--- src/rtl/id_ex_stage_pkg.sv ---
// Shared decode definitions for the ID/EX stage: opcodes, instruction field positions
// and the decoded-control bundle produced by id_decoder.
package id_ex_stage_pkg;

  localparam logic [3:0] OP_RTYPE = 4'h0;
  localparam logic [3:0] OP_LW    = 4'h8;
  localparam logic [3:0] OP_SW    = 4'h9;
  localparam logic [3:0] OP_BEQ   = 4'hA;

  localparam int OPC_MSB = 15;
  localparam int OPC_LSB = 12;
  localparam int RS_MSB  = 11;
  localparam int RS_LSB  = 9;
  localparam int RT_MSB  = 8;
  localparam int RT_LSB  = 6;
  localparam int RD_MSB  = 5;
  localparam int RD_LSB  = 3;
  localparam int FN_MSB  = 2;
  localparam int FN_LSB  = 0;
  localparam int IMM_MSB = 5;
  localparam int IMM_LSB = 0;

  typedef enum logic {
    DEST_RT = 1'b0,
    DEST_RD = 1'b1
  } dest_sel_e;

  typedef struct packed {
    logic      reg_write;
    logic      mem_read;
    logic      mem_write;
    logic      branch;
    logic      uses_rs;
    logic      uses_rt;
    dest_sel_e dest_sel;
  } ctrl_t;

endpackage

--- src/rtl/id_ex_stage_if.sv ---
// Bundle between IF/ID, register file, MEM/WB bypass sources and EX for id_ex_stage.
// The stage itself binds to the slave modport; stall_cnt exists only with ID_STALL_CNT_EN.
interface id_ex_stage_if #(
  parameter int inst_SIZE = 16,
  parameter int REG_AW    = 3
);
  logic                 if_valid;
  logic [inst_SIZE-1:0] if_inst;
  logic                 if_ready;
  logic [REG_AW-1:0]    rf_rs;
  logic [REG_AW-1:0]    rf_rt;
  logic [inst_SIZE-1:0] rf_rdata1;
  logic [inst_SIZE-1:0] rf_rdata2;
  logic                 mem_wr;
  logic [REG_AW-1:0]    mem_rd;
  logic                 mem_load;
  logic [inst_SIZE-1:0] mem_result;
  logic                 wb_wr;
  logic [REG_AW-1:0]    wb_rd;
  logic [inst_SIZE-1:0] wb_data;
  logic                 ex_stall;
  logic                 flush;
  logic                 ex_valid;
  logic [3:0]           ex_opcode;
  logic [2:0]           ex_funct;
  logic [REG_AW-1:0]    ex_rd;
  logic [inst_SIZE-1:0] ex_op_a;
  logic [inst_SIZE-1:0] ex_op_b;
  logic [inst_SIZE-1:0] ex_imm;
  logic                 ex_reg_write;
  logic                 ex_mem_read;
  logic                 ex_mem_write;
  logic                 ex_branch;
  logic                 ex_fwd_a;
  logic                 ex_fwd_b;
`ifdef ID_STALL_CNT_EN
  logic [15:0]          stall_cnt;
`endif

  modport slave (
    input  if_valid, if_inst, rf_rdata1, rf_rdata2,
    input  mem_wr, mem_rd, mem_load, mem_result,
    input  wb_wr, wb_rd, wb_data, ex_stall, flush,
    output if_ready, rf_rs, rf_rt,
    output ex_valid, ex_opcode, ex_funct, ex_rd, ex_op_a, ex_op_b, ex_imm,
    output ex_reg_write, ex_mem_read, ex_mem_write, ex_branch, ex_fwd_a, ex_fwd_b
`ifdef ID_STALL_CNT_EN
    , output stall_cnt
`endif
  );

  modport master (
    output if_valid, if_inst, rf_rdata1, rf_rdata2,
    output mem_wr, mem_rd, mem_load, mem_result,
    output wb_wr, wb_rd, wb_data, ex_stall, flush,
    input  if_ready, rf_rs, rf_rt,
    input  ex_valid, ex_opcode, ex_funct, ex_rd, ex_op_a, ex_op_b, ex_imm,
    input  ex_reg_write, ex_mem_read, ex_mem_write, ex_branch, ex_fwd_a, ex_fwd_b
`ifdef ID_STALL_CNT_EN
    , input stall_cnt
`endif
  );

endinterface

--- src/rtl/id_ex_stage_id_decoder.sv ---
// Opcode to control-bundle decoder, shared by the hazard and pipeline-register logic.
// Latency: purely combinational. Backpressure: none, no state.
module id_decoder
  import id_ex_stage_pkg::*;
(
  input  logic [3:0] opcode,
  output ctrl_t      ctrl
);

  always_comb begin
    ctrl          = '0;
    ctrl.dest_sel = DEST_RT;
    case (opcode)
      OP_RTYPE: begin
        ctrl.reg_write = 1'b1;
        ctrl.uses_rs   = 1'b1;
        ctrl.uses_rt   = 1'b1;
        ctrl.dest_sel  = DEST_RD;
      end
      4'h1, 4'h2, 4'h3, 4'h4, 4'h5, 4'h6, 4'h7: begin
        ctrl.reg_write = 1'b1;
        ctrl.uses_rs   = 1'b1;
      end
      OP_LW: begin
        ctrl.reg_write = 1'b1;
        ctrl.mem_read  = 1'b1;
        ctrl.uses_rs   = 1'b1;
      end
      OP_SW: begin
        ctrl.mem_write = 1'b1;
        ctrl.uses_rs   = 1'b1;
        ctrl.uses_rt   = 1'b1;
      end
      OP_BEQ: begin
        ctrl.branch    = 1'b1;
        ctrl.uses_rs   = 1'b1;
        ctrl.uses_rt   = 1'b1;
      end
      default: ;
    endcase
  end

endmodule

--- src/rtl/id_ex_stage.sv ---
// Decode + ID/EX register with MEM/WB bypass, load-use bubbles; optional ID_STALL_CNT_EN stall counter.
// Latency: 1 cycle from if_inst acceptance to ex_* outputs.
// Backpressure: if_ready drops on ex_stall (register held) or a load-use hazard (bubble issued).
module id_ex_stage
  import id_ex_stage_pkg::*;
#(
  parameter int inst_SIZE = 16,
  parameter int REG_AW    = 3
) (
  input logic          clk,
  input logic          rst,
  id_ex_stage_if.slave bus
);

  ctrl_t                ctrl;
  logic [REG_AW-1:0]    rs, rt, dest;
  logic                 ld_dep_rs, ld_dep_rt, hz, issue;
  logic                 prod_rs, prod_rt;
  logic [inst_SIZE-1:0] op_a_sel, op_b_sel, imm_sext;

  id_decoder u_decoder (
    .opcode (bus.if_inst[OPC_MSB:OPC_LSB]),
    .ctrl   (ctrl)
  );

  assign rs        = bus.if_inst[RS_MSB:RS_LSB];
  assign rt        = bus.if_inst[RT_MSB:RT_LSB];
  assign dest      = (ctrl.dest_sel == DEST_RD) ? bus.if_inst[RD_MSB:RD_LSB] : rt;
  assign imm_sext  = {{(inst_SIZE-6){bus.if_inst[IMM_MSB]}}, bus.if_inst[IMM_MSB:IMM_LSB]};
  assign bus.rf_rs = rs;
  assign bus.rf_rt = rt;

  // A loaded value is unusable both while the LW sits in EX and while it sits in MEM.
  always_comb begin
    ld_dep_rs = (bus.ex_valid && bus.ex_mem_read && bus.ex_rd == rs) ||
                (bus.mem_wr && bus.mem_load && bus.mem_rd == rs);
    ld_dep_rt = (bus.ex_valid && bus.ex_mem_read && bus.ex_rd == rt) ||
                (bus.mem_wr && bus.mem_load && bus.mem_rd == rt);
    hz        = bus.if_valid && ((ctrl.uses_rs && ld_dep_rs) || (ctrl.uses_rt && ld_dep_rt));
    prod_rs   = bus.ex_valid && bus.ex_reg_write && !bus.ex_mem_read && bus.ex_rd == rs;
    prod_rt   = bus.ex_valid && bus.ex_reg_write && !bus.ex_mem_read && bus.ex_rd == rt;
    issue     = bus.if_valid && !bus.flush && !hz;
  end

  // MEM result beats WB data; WB also covers a same-edge register-file write.
  always_comb begin
    if (bus.mem_wr && !bus.mem_load && bus.mem_rd == rs)
      op_a_sel = bus.mem_result;
    else if (bus.wb_wr && bus.wb_rd == rs)
      op_a_sel = bus.wb_data;
    else
      op_a_sel = bus.rf_rdata1;

    if (bus.mem_wr && !bus.mem_load && bus.mem_rd == rt)
      op_b_sel = bus.mem_result;
    else if (bus.wb_wr && bus.wb_rd == rt)
      op_b_sel = bus.wb_data;
    else
      op_b_sel = bus.rf_rdata2;
  end

  assign bus.if_ready = !bus.ex_stall && (bus.flush || !hz);

  always_ff @(posedge clk or negedge rst) begin
    if (!rst) begin
      bus.ex_valid     <= 1'b0;
      bus.ex_opcode    <= '0;
      bus.ex_funct     <= '0;
      bus.ex_rd        <= '0;
      bus.ex_op_a      <= '0;
      bus.ex_op_b      <= '0;
      bus.ex_imm       <= '0;
      bus.ex_reg_write <= 1'b0;
      bus.ex_mem_read  <= 1'b0;
      bus.ex_mem_write <= 1'b0;
      bus.ex_branch    <= 1'b0;
      bus.ex_fwd_a     <= 1'b0;
      bus.ex_fwd_b     <= 1'b0;
    end else if (!bus.ex_stall) begin
      bus.ex_valid     <= issue;
      bus.ex_reg_write <= issue && ctrl.reg_write;
      bus.ex_mem_read  <= issue && ctrl.mem_read;
      bus.ex_mem_write <= issue && ctrl.mem_write;
      bus.ex_branch    <= issue && ctrl.branch;
      bus.ex_fwd_a     <= issue && ctrl.uses_rs && prod_rs;
      bus.ex_fwd_b     <= issue && ctrl.uses_rt && prod_rt;
      if (issue) begin
        bus.ex_opcode <= bus.if_inst[OPC_MSB:OPC_LSB];
        bus.ex_funct  <= bus.if_inst[FN_MSB:FN_LSB];
        bus.ex_rd     <= dest;
        bus.ex_op_a   <= op_a_sel;
        bus.ex_op_b   <= op_b_sel;
        bus.ex_imm    <= imm_sext;
      end
    end
  end

`ifdef ID_STALL_CNT_EN
  logic [15:0] stall_cnt_q;

  always_ff @(posedge clk or negedge rst) begin
    if (!rst)
      stall_cnt_q <= '0;
    else if (bus.if_valid && !bus.if_ready && stall_cnt_q != 16'hFFFF)
      stall_cnt_q <= stall_cnt_q + 16'd1;
  end

  assign bus.stall_cnt = stall_cnt_q;
`endif

endmodule

--- src/flat_wrapper.sv ---
// flat-port wrapper written by rule: the top's interface ports become plain ports
module id_ex_stage_flat import id_ex_stage_pkg::*;
#(
  parameter int inst_SIZE = 16,
  parameter int REG_AW    = 3
)
  (clk, rst, bus_if_valid, bus_if_inst, bus_rf_rdata1, bus_rf_rdata2, bus_mem_wr, bus_mem_rd, bus_mem_load, bus_mem_result, bus_wb_wr, bus_wb_rd, bus_wb_data, bus_ex_stall, bus_flush, bus_if_ready, bus_rf_rs, bus_rf_rt, bus_ex_valid, bus_ex_opcode, bus_ex_funct, bus_ex_rd, bus_ex_op_a, bus_ex_op_b, bus_ex_imm, bus_ex_reg_write, bus_ex_mem_read, bus_ex_mem_write, bus_ex_branch, bus_ex_fwd_a, bus_ex_fwd_b);
  id_ex_stage_if #(.inst_SIZE(inst_SIZE), .REG_AW(REG_AW)) bus_i ();
  input logic clk;
  input logic rst;
  input wire logic [$bits(bus_i.if_valid)-1:0] bus_if_valid;
  input wire logic [$bits(bus_i.if_inst)-1:0] bus_if_inst;
  input wire logic [$bits(bus_i.rf_rdata1)-1:0] bus_rf_rdata1;
  input wire logic [$bits(bus_i.rf_rdata2)-1:0] bus_rf_rdata2;
  input wire logic [$bits(bus_i.mem_wr)-1:0] bus_mem_wr;
  input wire logic [$bits(bus_i.mem_rd)-1:0] bus_mem_rd;
  input wire logic [$bits(bus_i.mem_load)-1:0] bus_mem_load;
  input wire logic [$bits(bus_i.mem_result)-1:0] bus_mem_result;
  input wire logic [$bits(bus_i.wb_wr)-1:0] bus_wb_wr;
  input wire logic [$bits(bus_i.wb_rd)-1:0] bus_wb_rd;
  input wire logic [$bits(bus_i.wb_data)-1:0] bus_wb_data;
  input wire logic [$bits(bus_i.ex_stall)-1:0] bus_ex_stall;
  input wire logic [$bits(bus_i.flush)-1:0] bus_flush;
  output wire logic [$bits(bus_i.if_ready)-1:0] bus_if_ready;
  output wire logic [$bits(bus_i.rf_rs)-1:0] bus_rf_rs;
  output wire logic [$bits(bus_i.rf_rt)-1:0] bus_rf_rt;
  output wire logic [$bits(bus_i.ex_valid)-1:0] bus_ex_valid;
  output wire logic [$bits(bus_i.ex_opcode)-1:0] bus_ex_opcode;
  output wire logic [$bits(bus_i.ex_funct)-1:0] bus_ex_funct;
  output wire logic [$bits(bus_i.ex_rd)-1:0] bus_ex_rd;
  output wire logic [$bits(bus_i.ex_op_a)-1:0] bus_ex_op_a;
  output wire logic [$bits(bus_i.ex_op_b)-1:0] bus_ex_op_b;
  output wire logic [$bits(bus_i.ex_imm)-1:0] bus_ex_imm;
  output wire logic [$bits(bus_i.ex_reg_write)-1:0] bus_ex_reg_write;
  output wire logic [$bits(bus_i.ex_mem_read)-1:0] bus_ex_mem_read;
  output wire logic [$bits(bus_i.ex_mem_write)-1:0] bus_ex_mem_write;
  output wire logic [$bits(bus_i.ex_branch)-1:0] bus_ex_branch;
  output wire logic [$bits(bus_i.ex_fwd_a)-1:0] bus_ex_fwd_a;
  output wire logic [$bits(bus_i.ex_fwd_b)-1:0] bus_ex_fwd_b;
  assign bus_i.if_valid = bus_if_valid;
  assign bus_i.if_inst = bus_if_inst;
  assign bus_i.rf_rdata1 = bus_rf_rdata1;
  assign bus_i.rf_rdata2 = bus_rf_rdata2;
  assign bus_i.mem_wr = bus_mem_wr;
  assign bus_i.mem_rd = bus_mem_rd;
  assign bus_i.mem_load = bus_mem_load;
  assign bus_i.mem_result = bus_mem_result;
  assign bus_i.wb_wr = bus_wb_wr;
  assign bus_i.wb_rd = bus_wb_rd;
  assign bus_i.wb_data = bus_wb_data;
  assign bus_i.ex_stall = bus_ex_stall;
  assign bus_i.flush = bus_flush;
  assign bus_if_ready = bus_i.if_ready;
  assign bus_rf_rs = bus_i.rf_rs;
  assign bus_rf_rt = bus_i.rf_rt;
  assign bus_ex_valid = bus_i.ex_valid;
  assign bus_ex_opcode = bus_i.ex_opcode;
  assign bus_ex_funct = bus_i.ex_funct;
  assign bus_ex_rd = bus_i.ex_rd;
  assign bus_ex_op_a = bus_i.ex_op_a;
  assign bus_ex_op_b = bus_i.ex_op_b;
  assign bus_ex_imm = bus_i.ex_imm;
  assign bus_ex_reg_write = bus_i.ex_reg_write;
  assign bus_ex_mem_read = bus_i.ex_mem_read;
  assign bus_ex_mem_write = bus_i.ex_mem_write;
  assign bus_ex_branch = bus_i.ex_branch;
  assign bus_ex_fwd_a = bus_i.ex_fwd_a;
  assign bus_ex_fwd_b = bus_i.ex_fwd_b;
  id_ex_stage #(.inst_SIZE(inst_SIZE), .REG_AW(REG_AW)) u_core (.clk(clk), .rst(rst), .bus(bus_i));
endmodule
--- config.mk ---
export PLATFORM = sky130hd
export DESIGN_NAME = id_ex_stage_flat
export DESIGN_NICKNAME = d
export VERILOG_FILES = /design/src/rtl/id_ex_stage_pkg.sv /design/src/rtl/id_ex_stage_if.sv /design/src/rtl/id_ex_stage_id_decoder.sv /design/src/rtl/id_ex_stage.sv /design/src/flat_wrapper.sv
export SDC_FILE = /design/constraint.sdc
export NUM_CORES = 1
export LEC_CHECK = 0
export CORE_ASPECT_RATIO = 0.75
export CORE_MARGIN = 2
export CORE_UTILIZATION = 35
export CTS_BUF_LIST = sky130_fd_sc_hd__clkbuf_4
export DETAILED_ROUTE_END_ITERATION = 8
export PLACE_DENSITY = 0.72
export SLEW_MARGIN = 40
export SYNTH_ARGS = -nofsm -noshare
export SYNTH_HDL_FRONTEND = slang
export SYNTH_SLANG_ARGS = --single-unit
--- constraint.sdc ---
create_clock -name clk -period 2.4 [get_ports clk]
set_input_delay 0.48 -clock clk [delete_from_list [all_inputs] [get_ports clk]]
set_output_delay 0.48 -clock clk [all_outputs]
set_load 0.02 [all_outputs]
==> results.cfg <==
[run_status]
status = finished, final reports clean

[routing]
drc_errors = 0
wl_met3_um = 808
totalWireLength_um = 10500
m1WireLength_um = 4690
routed.top_layer = met4
wl_met2_um = 4810
vias = 3093
initialDrtViolationCount = 103
drtPass1Iterations = 5
wire_per_inst_um = 18.3
postRouteAntennaNets = 0
viasPerCell = 5.41

[yosys]
netlist.top_cell.by_area = dfrtp_1
synthesis.area_sq_um = 3170
synth_top_cell_area_share_pct = 41.0
yosysUniqueCellTypes = 33
yosysWarningCount = 0
syn_area_per_cell_sq_um = 11.0
ys_top_cells_by_area = dfrtp_1 (41%), mux2i_1 (10%), a22o_1 (9.4%)
synth_cells = 289
ys_seq_elements = 52
synth_seq_area_share_pct = 41.0
mappedNetlistNets = 383

[clock_tree]
clk_pin_slew_worst_paths_ps = 160
worstSkewPairLatency_ps = 370
cts_root_buffer = clkbuf_4
cts_sinks = 52
htreeDepth = 2
clockBufferDepth = 2
cts_buffers = 5
cts_tree = built

[worst_setup_path]
cp_num_buf_inv = 2
startpoint_type = input port
required_ps = 1920
path_class = in -> out
slowest_stage = clkdlybuf4s50_1
crit_family = buffers and inverters
worstPathMaxFanout = 3
r2r_cells = 7
max_stage_delay_ps = 450
cp.arrival_ps = 1860
path_depth = 7
end_kind = output port
cp_cell_sequence = clkdlybuf4s50_1 -> nand2b_4 -> nor3b_2 -> a31oi_2 -> o22ai_2 -> a21oi_2 -> buf_6

[die]
start_util_pct = 35.5
die_area_sq_um = 9850
die_h_um = 86.4
io_pins = 166
die_w_um = 114
rows = 30
coreArea_sq_um = 8930

[sta]
skew_ps = 8.94
layout_min_cycle_time_ps = 2340
finalSetupTns_ps = 0
hold_viol = 0
slew_viol_final = 0
setup_violations = 0
finalCritPeriodShare_pct = 97.6
worstMarginPinSlew_ps = 609
max-slew-margin-rel_pct = 59.4
holdWs_ps = 95.3
max_freq_mhz = 427

[layout]
nFillCells = 782
final_cell_mix = clkdlybuf4s50_1 (153), dfrtp_1 (52), a22o_1 (34), buf_4 (34)
multi_input_area_sq_um = 1700
syn_to_final_growth_pct = 65.4
diodes = 0
final_area_sq_um = 5250
layout-drive-gt1-share_pct = 15.4
ff_latch_area_sq_um = 1300
layout_commonest_cell = clkdlybuf4s50_1
nets = 553
fin_util_pct = 58.7

[grt]
grt_pass1_vias = 3305
grt_max_degree = 33
antenna_found_initial = 0
track_usage_pct = 21.6
grt.overflow.total = 0
grt_pass1_wl_um = 16700

[pwr]
powerDensity_nw_per_um2 = 560
leakagePower_nw = 2.08
ir_worst_vdd_v = 0.000315

[worst_hold_path]
hold_class = in -> async

[place]
placed_area_sq_um = 5070
place_congestion = 0.828
place_hpwl_um = 7930
portBuffers = 165

[run]
maxCapViolCount = 0
## worst register-to-register path: cells and delay by family (launching register included)
family	cells	cell delay, ps
buffers and inverters	2	340
flip-flops	1	460
AND/OR/NAND/NOR	1	300
XOR/XNOR	1	170
AO/OA/AOI/OAI	2	320
multiplexers	1	340
## final timing paths
kind                                                  endpoint  slack (ps)                        startpoint
max reg2reg                u_core.bus.ex_opcode[1]$_DFFE_PN0P_         380   u_core.bus.ex_rd[2]$_DFFE_PN0P_
min                           u_core.bus.ex_imm[0]$_DFFE_PN0P_         100                               rst
max                                               bus_if_ready          60                   bus_if_inst[12]
min in group clk              u_core.bus.ex_imm[3]$_DFFE_PN0P_         510  u_core.bus.ex_imm[3]$_DFFE_PN0P_
min reg2reg                   u_core.bus.ex_imm[3]$_DFFE_PN0P_         510  u_core.bus.ex_imm[3]$_DFFE_PN0P_
max in group asynchronous    u_core.bus.ex_op_b[3]$_DFFE_PN0P_        1730                               rst
## cells in the mapped netlist
cell type and n:
a2bb2oi_2 2, nor2b_1 4, o22ai_1 1, or2_2 2
xnor2_1 10, clkbuf_1 9, mux2_2 3, nand2b_1 5
mux2i_1 32, a22o_1 34, nor2_1 17, xor2_1 8
clkbuf_4 1, a32o_1 1, o21ai_0 3, mux2_1 13
o22a_1 1, dfrtp_1 52, and4_1 2, nand2_1 11
nor3_4 2, inv_1 1, buf_4 22, o221ai_2 1
o31a_1 1, nor4_1 3, a221oi_1 32, nand3_1 1
nor3b_1 1, a21oi_1 2, a31oi_1 1, buf_2 10
nand4b_1 1
## where the power goes
part           internal (W)  switching [W]
logic              0.000692       0.000589
registers           0.00102       0.000108
clock network      0.000223       0.000300
## final cells by class
type,instances,share of cell area (%)
Timing Repair Buffer,205,38.5
Clock buffer,5,0.716
Multi-Input combinational cell,194,32.4
Inverter,1,0.0716
Tap cell,112,2.67
Sequential cell,52,24.8
Clock inverter,3,0.883
## metal layers
| layer | GRT usage (%) | up-vias |
|---|---|---|
| met1 | 29.6 | 1503 |
| met5 | 0 | - |
| li1 | - | 1423 |
| met3 | 4.41 | 13 |
| met2 | 35.1 | 154 |
| met4 | 5.76 | 0 |
## stage by stage
step / std cells / power, W / worst slack [ps]
after floorplan: 289 / 0.00176 / 439
after global placement: 562 / 0.00241 / -473
after detailed placement: 562 / 0.00243 / -562
after CTS: 570 / 0.00296 / 5.85
after global routing: 572 / 0.00309 / -32.3
final: 572 / 0.00294 / 58.4
## flip-flops by register name, indices dropped and copies added (netlist names)
register	cells
u_core.bus.ex_rd	3
u_core.bus.ex_mem_read	1
u_core.bus.ex_reg_write	1
u_core.bus.ex_opcode	4
u_core.bus.ex_op_a	16
u_core.bus.ex_fwd_b	1
u_core.bus.ex_mem_write	1
u_core.bus.ex_valid	1
u_core.bus.ex_branch	1
u_core.bus.ex_fwd_a	1
u_core.bus.ex_imm	6
u_core.bus.ex_op_b	16
## cell families (layout without fill, tap and decap cells)
logic type	Yosys count	count (layout)	share of synthesized area, %
compound gates	79	79	21.7
flops	52	52	41.0
simple gates	49	49	8.32
mux	48	48	15.8
buf+inv	43	214	8.21
xor+xnor	18	18	4.97
## what timing repair did
action	CTS	global route
cloned	0	0
endpoints found under the setup margin	1	1
gates resized for setup	18	10
pin swaps	0	4
buffers inserted	0	2
hold buffers	0	0
(Power assumes the default switching activity.)
